--- config.mk ---
export PLATFORM = sky130hd
export DESIGN_NAME = sw_debounce
export DESIGN_NICKNAME = d
export VERILOG_FILES = /design/src/rtl/sw_debounce_pkg.sv /design/src/rtl/sw_debounce_chan.sv /design/src/rtl/sw_debounce.sv
export SDC_FILE = /design/constraint.sdc
export NUM_CORES = 1
export LEC_CHECK = 0
export CAP_MARGIN = 20
export CORE_ASPECT_RATIO = 0.75
export CORE_MARGIN = 8
export CORE_UTILIZATION = 45
export CTS_BUF_LIST = sky130_fd_sc_hd__clkbuf_8
export CTS_CLUSTER_DIAMETER = 120
export CTS_CLUSTER_SIZE = 30
export DETAILED_ROUTE_END_ITERATION = 8
export PLACE_DENSITY = 0.68
export SYNTH_ARGS = -nofsm -noshare
export SYNTH_HDL_FRONTEND = slang
export SYNTH_HIERARCHICAL = 1
export SYNTH_SLANG_ARGS = --single-unit
--- constraint.sdc ---
create_clock -name PCLK -period 1.78 [get_ports PCLK]
set_input_delay 0.178 -clock PCLK [delete_from_list [all_inputs] [get_ports PCLK]]
set_output_delay 0.178 -clock PCLK [all_outputs]
set_load 0.05 [all_outputs]
--- src/rtl/sw_debounce_pkg.sv ---
// Shared definitions for the switch debouncer: per-channel FSM encoding and
// counter width.
package sw_debounce_pkg;

    localparam int CNT_W = 16;

    typedef enum logic {
        ST_STABLE = 1'b0,
        ST_COUNT  = 1'b1
    } db_state_e;

    typedef logic [CNT_W-1:0] db_cnt_t;

endpackage

--- src/rtl/sw_debounce_chan.sv ---
// One debounce channel: two-flop synchronizer, STABLE/COUNT FSM with a
// saturating-by-construction counter, registered edge pulses and sticky flag.
module sw_db_chan
    import sw_debounce_pkg::*;
#(
    parameter int DB_CYCLES = 50000
) (
    input  logic PCLK,
    input  logic PRESERN,
    input  logic sw_raw,
    input  logic evt_clr,
    output logic sw_clean,
    output logic sw_rise,
    output logic sw_fall,
    output logic sw_evt
);

    localparam db_cnt_t CNT_LAST = db_cnt_t'(DB_CYCLES - 1);

    logic      s1;
    logic      s2;
    db_state_e state;
    db_cnt_t   cnt;

    always_ff @(posedge PCLK) begin
        if (!PRESERN) begin
            s1       <= 1'b0;
            s2       <= 1'b0;
            state    <= ST_STABLE;
            cnt      <= '0;
            sw_clean <= 1'b0;
            sw_rise  <= 1'b0;
            sw_fall  <= 1'b0;
            sw_evt   <= 1'b0;
        end else begin
            s1      <= sw_raw;
            s2      <= s1;
            sw_rise <= 1'b0;
            sw_fall <= 1'b0;
            if (evt_clr) begin
                sw_evt <= 1'b0;
            end

            // NOTE: with non-blocking assignments the last one in the block
            // wins, so an accepted change below overrides a same-cycle clear.
            case (state)
                ST_STABLE: begin
                    if (s2 != sw_clean) begin
                        state <= ST_COUNT;
                        cnt   <= db_cnt_t'(1);
                    end else begin
                        cnt   <= '0;
                    end
                end
                ST_COUNT: begin
                    if (s2 == sw_clean) begin
                        state <= ST_STABLE;
                        cnt   <= '0;
                    end else if (cnt == CNT_LAST) begin
                        sw_clean <= s2;
                        sw_rise  <= s2;
                        sw_fall  <= ~s2;
                        sw_evt   <= 1'b1;
                        state    <= ST_STABLE;
                        cnt      <= '0;
                    end else begin
                        cnt <= cnt + 1'b1;
                    end
                end
                default: begin
                    state <= ST_STABLE;
                    cnt   <= '0;
                end
            endcase
        end
    end

endmodule

--- src/rtl/sw_debounce.sv ---
// Multi-channel switch debouncer; each bit of sw_raw is handled by its own
// fully independent sw_db_chan instance.
module sw_debounce
    import sw_debounce_pkg::*;
#(
    parameter int N_SW      = 2,
    parameter int DB_CYCLES = 50000
) (
    input  logic            PCLK,
    input  logic            PRESERN,
    input  logic [N_SW-1:0] sw_raw,
    input  logic [N_SW-1:0] evt_clr,
    output logic [N_SW-1:0] sw_clean,
    output logic [N_SW-1:0] sw_rise,
    output logic [N_SW-1:0] sw_fall,
    output logic [N_SW-1:0] sw_evt
);

    for (genvar i = 0; i < N_SW; i++) begin : g_chan
        sw_db_chan #(
            .DB_CYCLES (DB_CYCLES)
        ) u_chan (
            .PCLK     (PCLK),
            .PRESERN  (PRESERN),
            .sw_raw   (sw_raw[i]),
            .evt_clr  (evt_clr[i]),
            .sw_clean (sw_clean[i]),
            .sw_rise  (sw_rise[i]),
            .sw_fall  (sw_fall[i]),
            .sw_evt   (sw_evt[i])
        );
    end

endmodule

==> impl_metrics.json <==
{
  "status": "completed",
  "synth_cell_types": 26,
  "finalMaxSlewViolations": 0,
  "fp.dieW_um": 92.4,
  "cts-htree-levels": 2,
  "cts-hold-fix-buffers": 0,
  "die_area_sq_mm": 0.00678,
  "clock-sinks": 46,
  "leakagePower_uw": 0.000886,
  "worst_pin_slew_ns": 0.504,
  "syn_area_per_cell_sq_um": 9.71,
  "max_freq_mhz": 573,
  "total_power_uw": 1680,
  "cp.arrival_ns": 1.92,
  "drive_gt1_frac": 0.205,
  "rsz0062_at_grt": "yes",
  "syn_area_sq_mm": 0.00197,
  "ys_ff_latch": 46,
  "place_congestion": 0.794,
  "core-area_sq_mm": 0.00434,
  "endpoint_kind": "flop",
  "io_buffer_count": 13,
  "hp-class": "flop to flop",
  "clockBufferDepth": 2,
  "firstDrtPassIters": 4,
  "area_delta_synth_final_pct": 21.9,
  "nFillCells": 390,
  "drv_cap": 0,
  "ir_drop_uv": 322,
  "cp-start-kind": "flop",
  "yosys.area.top_type": "dfxtp_1",
  "cts_buffers": 5,
  "first_iter_violations": 60,
  "power.density_mw_per_mm2": 700,
  "period_share": 0.980,
  "ant_nets": 0,
  "grt_pass1_vias": 1350,
  "slew_headroom": 0.663,
  "synth.net_count": 211,
  "final_common_cell": "dfxtp_1",
  "period_minus_slack_ns": 1.74,
  "holdWs_ns": 0.437,
  "antenna_found_initial": 0,
  "wl_um": 3490,
  "critical_path_required_ns": 1.96,
  "synthTopCellsByArea": "dfxtp_1, xnor2_1, nor2_1",
  "initial_core_util": 0.455,
  "ys_warn_count": 6,
  "yosysTopAreaCellShare": 0.467,
  "cts_setup_buffers": 0,
  "viasPerCell": 4.90,
  "clockRootBuffer": "clkbuf_8",
  "setup_viol": 0,
  "pre_cts_slack_ns": 0.0611,
  "path_max_fanout": 15,
  "ioPinCount": 14,
  "setup_ws_ns": 0.0358,
  "clock_skew_ns": 0.0155,
  "final-seq-area_sq_um": 922,
  "grt.overflow.total": 0,
  "cts.reportedPaths.clkPinSlew_ns": 0.09,
  "num_rows": 21,
  "gr-usage-all-layers": 0.112,
  "final_cell_mix": "dfxtp_1, nor2_1, buf_4, xnor2_1, clkdlybuf4s50_1",
  "drc": 0,
  "die_h_um": 73.3,
  "dpl.hpwl_um": 2540,
  "grt_pass1_wl_um": 6020,
  "tns_ns": 0,
  "insertion_delay_ns": 0.30,
  "netlist_instances": 203,
  "multi_input_area_sq_um": 995,
  "utilization": 0.554,
  "nets": 251,
  "routedWlPerCell_um": 11.6,
  "cts_tree": "done",
  "ctsResizeCount": 0,
  "criticalPathCategory": "flop to flop",
  "antennaDiodeCount": 0,
  "hold_viol": 0,
  "vias": 1475,
  "ys_seq_area_frac": 0.467,
  "grt_max_degree": 16
}
## synth_stat cells, drive strengths merged
cell type,n
dfxtp,46
nor2,38
xnor2,18
xor2,12
nand2,11
nand3,11
nand4,10
inv,9
nor4,9
and2,8
nand3b,4
nor3,4
o21ai,4
or4b,4
and4,3
a21boi,2
a21oi,2
a41o,2
buf,2
ha,2
or3,1
or4,1
## worst max-delay path: stages, from the launching register on
cell and delay, ns:
dfxtp_1 0.32, or4b_4 0.55, nor4_4 0.38, nand3b_4 0.30, nor2_1 0.07
## final timing paths
kind | start | endpoint | slack, ns | cells after the start
min reg2reg | g_chan[0].u_chan/s1$_SDFF_PN0_ | g_chan[0].u_chan/s2$_SDFF_PN0_ | 0.44 | 1
max reg2reg | g_chan[0].u_chan/cnt[4]$_SDFF_PP0_ | g_chan[0].u_chan/cnt[13]$_SDFF_PP0_ | 0.04 | 4
min | g_chan[0].u_chan/s1$_SDFF_PN0_ | g_chan[0].u_chan/s2$_SDFF_PN0_ | 0.44 | 1
max | g_chan[0].u_chan/cnt[4]$_SDFF_PP0_ | g_chan[0].u_chan/cnt[13]$_SDFF_PP0_ | 0.04 | 4
## cells by family (layout without fill, tap and decap cells)
| family | after synthesis | count (layout) | synth area share |
|---|---|---|---|
| simple gates | 104 | 104 | 0.321 |
| flops | 46 | 46 | 0.467 |
| xor+xnor | 30 | 30 | 0.133 |
| buf+inv | 11 | 52 | 0.0330 |
| compound gates | 10 | 10 | 0.0330 |
| fa+ha+maj | 2 | 2 | 0.0127 |
## sequential cells by signal (all words and copies together) (netlist names)
signal and cells:
g_chan.u_chan/cnt 32, g_chan.u_chan/s1 2, g_chan.u_chan/s2 2, g_chan.u_chan/state 2, g_chan.u_chan/sw_clean 2, g_chan.u_chan/sw_evt 2
g_chan.u_chan/sw_fall 2, g_chan.u_chan/sw_rise 2
## per-layer routing
layer,vias to the layer above,share of wire,GRT usage
met4,0,0.014,0.0427
met5,-,0,0
met2,21,0.37,0.157
li1,781,-,-
met1,668,0.55,0.144
met3,5,0.064,0.0520
## layout make-up
class                   instances  share of cell area
inverters                       9              0.0141
clock inverters                 3             0.00729
flip-flops and latches         46               0.384
well taps                      57              0.0297
clock buffers                   5              0.0286
repair buffers                 35               0.123
multi-input cells             146               0.414
## power breakdown
part           internal [uW]  switching (uW)  leakage [uW]
Combinational           17.0            10.4      0.000465
Sequential              1030            5.99      0.000372
Clock                    272             344     0.0000493
Total                   1320             360      0.000886
## through the flow
step           cell area, sq um  cells
2_1_floorplan              1970    203
3_3_place_gp               2310    293
3_5_place_dp               2310    293
4_1_cts                    2390    301
5_1_grt                    2400    301
6_report                   2400    301
Power figures use the tool's default switching activity.
